### config.mk
export PLATFORM = sky130hd
export DESIGN_NAME = dac_sample_sequencer
export DESIGN_NICKNAME = d
export VERILOG_FILES = /design/src/rtl/dac_sample_sequencer.sv
export SDC_FILE = /design/constraint.sdc
export NUM_CORES = 1
export LEC_CHECK = 0
export CAP_MARGIN = 20
export CORE_AREA = 5 5 87 89
export DETAILED_ROUTE_END_ITERATION = 7
export DIE_AREA = 0 0 92 94
export PLACE_DENSITY = 0.82
export SYNTH_ARGS = -nofsm -noshare
export SYNTH_HDL_FRONTEND = slang
export SYNTH_SLANG_ARGS = --single-unit
### constraint.sdc
create_clock -name clk -period 4.3 [get_ports clk]
set_input_delay 0.86 -clock clk [delete_from_list [all_inputs] [get_ports clk]]
set_output_delay 0.86 -clock clk [all_outputs]
set_load 0.05 [all_outputs]
### src/rtl/dac_sample_sequencer.sv
// Paces DW-bit codes from a small FIFO into the avsddac D/EN inputs.
// Optional DAC_SLEW_EN: rate-limits dac_d toward each popped code.
module dac_sample_sequencer #(
    parameter int             DW         = 10,
    parameter int             DEPTH      = 4,
    parameter logic [DW-1:0]  RESET_CODE = '0,
    parameter int             SLEW_STEP  = 16
) (
    input  logic                     clk,
    input  logic                     reset,
    input  logic                     enable,
    input  logic [15:0]              div_cfg,
    input  logic                     s_valid,
    input  logic [DW-1:0]            s_data,
    output logic                     s_ready,
    output logic [DW-1:0]            dac_d,
    output logic                     dac_en,
    output logic [$clog2(DEPTH):0]   fifo_level,
    output logic                     underrun,
    input  logic                     clr_underrun,
    output logic                     busy
);

    localparam int AW = $clog2(DEPTH);
    localparam int LW = AW + 1;

    if (DEPTH < 2 || (DEPTH & (DEPTH - 1)) != 0) begin : g_depth_chk
        $error("DEPTH must be a power of 2, at least 2");
    end
    if (SLEW_STEP < 1) begin : g_slew_chk
        $error("SLEW_STEP must be at least 1");
    end

    typedef enum logic {IDLE, RUN} state_e;

    state_e          state_q, state_d;
    logic [15:0]     cnt_q, cnt_d;
    logic [AW-1:0]   wr_q, wr_d, rd_q, rd_d;
    logic [LW-1:0]   lvl_q, lvl_d;
    logic [DW-1:0]   dac_q, dac_d_n;
    logic            en_q, en_d;
    logic            und_q, und_d;
    logic [DW-1:0]   mem [DEPTH];

    logic full, empty, push, pop, tick, und_set;
    logic [DW-1:0] head;

`ifdef DAC_SLEW_EN
    localparam logic [DW-1:0] STEP = DW'(SLEW_STEP);
    logic [DW-1:0] tgt_q, tgt_d, diff;
`endif

    assign full       = (lvl_q == LW'(DEPTH));
    assign empty      = (lvl_q == '0);
    assign push       = s_valid & ~full;
    assign head       = mem[rd_q];

    assign s_ready    = ~full;
    assign dac_d      = dac_q;
    assign dac_en     = en_q;
    assign fifo_level = lvl_q;
    assign underrun   = und_q;
    assign busy       = (state_q == RUN);

    always_comb begin
        state_d = state_q;
        cnt_d   = cnt_q;
        dac_d_n = dac_q;
        tick    = 1'b0;
        pop     = 1'b0;
        und_set = 1'b0;
`ifdef DAC_SLEW_EN
        tgt_d   = tgt_q;
        diff    = '0;
`endif
        unique case (state_q)
            IDLE: begin
                cnt_d = '0;
                if (enable) state_d = RUN;
            end
            RUN: begin
                // >= lets a lowered div_cfg take effect without wrapping
                tick  = (cnt_q >= div_cfg);
                cnt_d = tick ? '0 : cnt_q + 16'd1;
                if (!enable) begin
                    state_d = IDLE;
                    cnt_d   = '0;
                end
            end
            default: state_d = IDLE;
        endcase

`ifdef DAC_SLEW_EN
        if (tick) begin
            if (dac_q == tgt_q) begin
                if (!empty) begin
                    pop   = 1'b1;
                    tgt_d = head;
                end else begin
                    und_set = 1'b1;
                end
            end else if (tgt_q > dac_q) begin
                diff    = tgt_q - dac_q;
                dac_d_n = dac_q + ((diff > STEP) ? STEP : diff);
            end else begin
                diff    = dac_q - tgt_q;
                dac_d_n = dac_q - ((diff > STEP) ? STEP : diff);
            end
        end
`else
        if (tick) begin
            if (!empty) begin
                pop     = 1'b1;
                dac_d_n = head;
            end else begin
                und_set = 1'b1;
            end
        end
`endif

        en_d  = (state_d == RUN);
        und_d = und_set ? 1'b1 : (clr_underrun ? 1'b0 : und_q);
        wr_d  = push ? wr_q + AW'(1) : wr_q;
        rd_d  = pop  ? rd_q + AW'(1) : rd_q;
        unique case ({push, pop})
            2'b10:   lvl_d = lvl_q + LW'(1);
            2'b01:   lvl_d = lvl_q - LW'(1);
            default: lvl_d = lvl_q;
        endcase
    end

    always_ff @(posedge clk or posedge reset) begin
        if (reset) begin
            state_q <= IDLE;
            cnt_q   <= '0;
            wr_q    <= '0;
            rd_q    <= '0;
            lvl_q   <= '0;
            dac_q   <= RESET_CODE;
            en_q    <= 1'b0;
            und_q   <= 1'b0;
        end else begin
            state_q <= state_d;
            cnt_q   <= cnt_d;
            wr_q    <= wr_d;
            rd_q    <= rd_d;
            lvl_q   <= lvl_d;
            dac_q   <= dac_d_n;
            en_q    <= en_d;
            und_q   <= und_d;
        end
    end

`ifdef DAC_SLEW_EN
    always_ff @(posedge clk or posedge reset) begin
        if (reset) tgt_q <= RESET_CODE;
        else       tgt_q <= tgt_d;
    end
`endif

    // Storage needs no reset: pointers and level define what is valid.
    always_ff @(posedge clk) begin
        if (push) mem[wr_q] <= s_data;
    end

endmodule
==> run metrics <==
Ant. Diodes 0; crit path max-delay cell type clkdlybuf4s50_1; I/O Pins 48; synthesized flop and latch total 75; largest net degree at the start of global routing 36; post-synth cell types 42; vias per cell ~5.4; Cell Area, Synth ~0.0035 mm2; CTS tree built; Cell Rows 30; nature of the critical path endpoint flop; synth warn 0; Int Power roughly 1.3 mW; CP required around 4.6 ns; Clock Power Share a little under a third; root buffer cell clkbuf_8; # fillers 503; CP Class in -> reg; setup violators final 0; fin worst setup slack about 0.9 ns; first-pass GRT wire length 10450 um; P_sw 513.5 uW; status complete, no violations; CP cell instances clkdlybuf4s50_1 > inv_1 > ha_1 > and4_4 > nand4_1 > or3_4 > a31oi_4 > ha_1 > inv_1 > fa_1 > xor2_1 > nor2_1 > xor2_1; cell taking the most area after synthesis edfxtp_1; Mapped Avg Cell Area around 14 um2; Tmin final approximately 3.4 ns; cells after synthesis between 200 and 250; CP max FO 3; Layout Nets roughly 350; die width a little over 90 um; area delta synth->final 21.05%; total negative slack 0 ns; max_slew headroom 51.29%; Total Routing Usage GR between 10% and 20%; CP Buf/Inv Count 3; post-CTS setup buffers 0; worst min-delay path class reg -> reg; synth top area cells edfxtp_1 (34%), dfrtp_1 (25%), ha_1 (7.9%); Slew Viols, Final 0; Worst Path Arrival 3.68 ns; Max Freq 0.2936 GHz; Initial Util 52.32%; RePlAce Congestion 0.7545; initial drt markers 88; hold_buf cts 0; Syn Nets ~300; global route overflow 0; peak supply drop roughly 0.28 mV; final hold viol count 0; Clock transition at path regs approximately 0.080 ns; Detailed Route WL between 6000 and 7000 um; CTS H-tree depth 3; Detail Placement HPWL 4371 um; top-area cell type share of the netlist area between 30% and 40%; Comb pwr share 18.5%; vias in the first global route approximately 2200; Power Dens Cells about 420 mW/mm2; Slew @ Worst Pin between 0.7 and 0.8 ns; maxcap violations 0; count leader, synth edfxtp_1; worst skew pair latency between 0.3 and 0.4 ns; ys async rst share about 47%; first drt pass iteration count 4; Setup WS pre-CTS between 0.5 and 0.6 ns; die height ~94 um; Vias between 2000 and 2500; EDFF count, synth 40; Tcrit/Tclk final roughly four fifths; Sw Share a little under 30%; leakage approximately 1.8 nW; DRT antenna net count 0; TritonCTS Buffers 9; Post-synth top flop edfxtp_1; Crit path max-delay family simple AND/OR/NAND/NOR gates; Clock Skews ~0.013 ns; core area 0.006681 mm2; clk buf depth 2; Max stage delay on crit path between 0.4 and 0.5 ns; Setup crit start kind input port; RSZ-0062 raised after global routing no; fraction of layout cells with a size suffix above 1 14.85%; CTS resizes 0; commonest cells in the netlist edfxtp_1 (40), dfrtp_1 (35), inv_1 (26), ha_1 (22), nor2_1 (21); die area a little under 0.009 mm2; Residual DRC 0; Avg WL per Cell around 16 um; # clock sinks 75; initial antenna violation count 0; sequential-to-total area share from yosys stat between 50% and 60%; power share of the sequential group between 50 and 60%; IO buf count between 40 and 50
-- path summary, 6_finish.rpt --
check                           slack (ns)  cells after the start   startpoint             to
worst max-delay path                  0.89                     13  div_cfg[13]  fifo_level[2]
worst min-delay path                  0.52                      1     dac_d[5]       dac_d[5]
worst max register to register        1.40                     11    cnt_q[11]  fifo_level[2]
worst min register to register        0.52                      1     dac_d[5]       dac_d[5]
max in group asynchronous             3.08                      3        reset       dac_d[7]
min in group asynchronous             0.90                      3        reset       underrun
-- per-stage QoR --
step                power, mW  cell area, um2  utilization [%]  instances  hold WS [ns]
finish                  1.775            4232            63.33        383        0.5187
global route            1.865            4232            63.33        383        0.5338
CTS                     1.794            4232            63.33        383        0.5158
detailed placement      1.256            4038            60.43        367        0.5020
global placement        1.243            4038            60.43        367        0.4950
floorplan               1.128            3496                -        243        0.4665
-- worst reg2reg max path: stages (launching register included) --
cell and delay, ns:
dfrtp_1 0.47, ha_1 0.35, and4_1 0.27, o211ai_1 0.12, or3_4 0.35, a31oi_4 0.21, ha_1 0.21, inv_1 0.06
fa_1 0.37, xor2_1 0.15, nor2_1 0.11, xor2_1 0.15
-- registers in the layout (all words and copies together), names as in the netlist --
register	flops
dac_en	1
wr_q	2
underrun	1
dac_d	10
cnt_q	16
mem	40
rd_q	2
fifo_level	3
-- kinds of logic (layout without fill, tap and decap cells) --
group                      Yosys count  after routing  share of synthesized area (%)
xor gates and xnor gates            20             20                          5.226
AOI/OAI and AO/OA                   15             15                          3.579
buffers and inverters               31             91                          4.044
and+or+nand+nor                     59             59                          8.877
DFF                                 75             75                          59.41
muxes                               20             20                          10.42
adders and majority gates           23             23                          8.447
-- layer usage --
layer	vias up	share of wire [%]	track usage [%]	routed length [um]
met5	-	0	0	0
met4	0	2.1	7.426	130
met3	11	2.9	3.285	180
met2	28	51	26.28	3222
met1	1033	44	20.19	2732
li1	980	-	-	-
-- power by group through the flow --
stage / combinational [mW] / sequential [mW] / clock [mW]
2_1_floorplan: 0.166 / 0.962 / 0
3_3_place_gp: 0.327 / 0.917 / 0
3_5_place_dp: 0.333 / 0.923 / 0
4_1_cts: 0.335 / 0.909 / 0.550
5_1_grt: 0.366 / 0.919 / 0.581
6_report: 0.329 / 0.909 / 0.538
-- area by class of cell --
type	count	area [um2]	share of cell area [%]
clock inverter	6	66.31	1.567
tap	80	100.1	2.365
timing repair buffer	49	485.5	11.47
inverter	26	97.59	2.306
multi-input combinational	137	1277	30.19
clock buffer	10	127.6	3.016
sequential	75	2077	49.08
-- placed cells by master, fill, tap and decap left out, types with 3 or more instances in the layout --
cell             synthesis  final
and3_1                   8      8
clkbuf_8                 0      9
clkdlybuf4s50_1          0     47
dfrtp_1                 35     35
edfxtp_1                40     40
ha_1                    22     22
inv_1                   26     26
mux2_2                   3      3
mux2_4                   7      7
mux4_2                  10     10
nand2_1                  7      7
nand3_1                  5      5
nand4_1                  6      6
nor2_1                  21     21
o21ai_0                  4      4
xnor2_1                 10     10
xor2_1                   9      9
No activity file was read; power rests on OpenSTA's default activity.
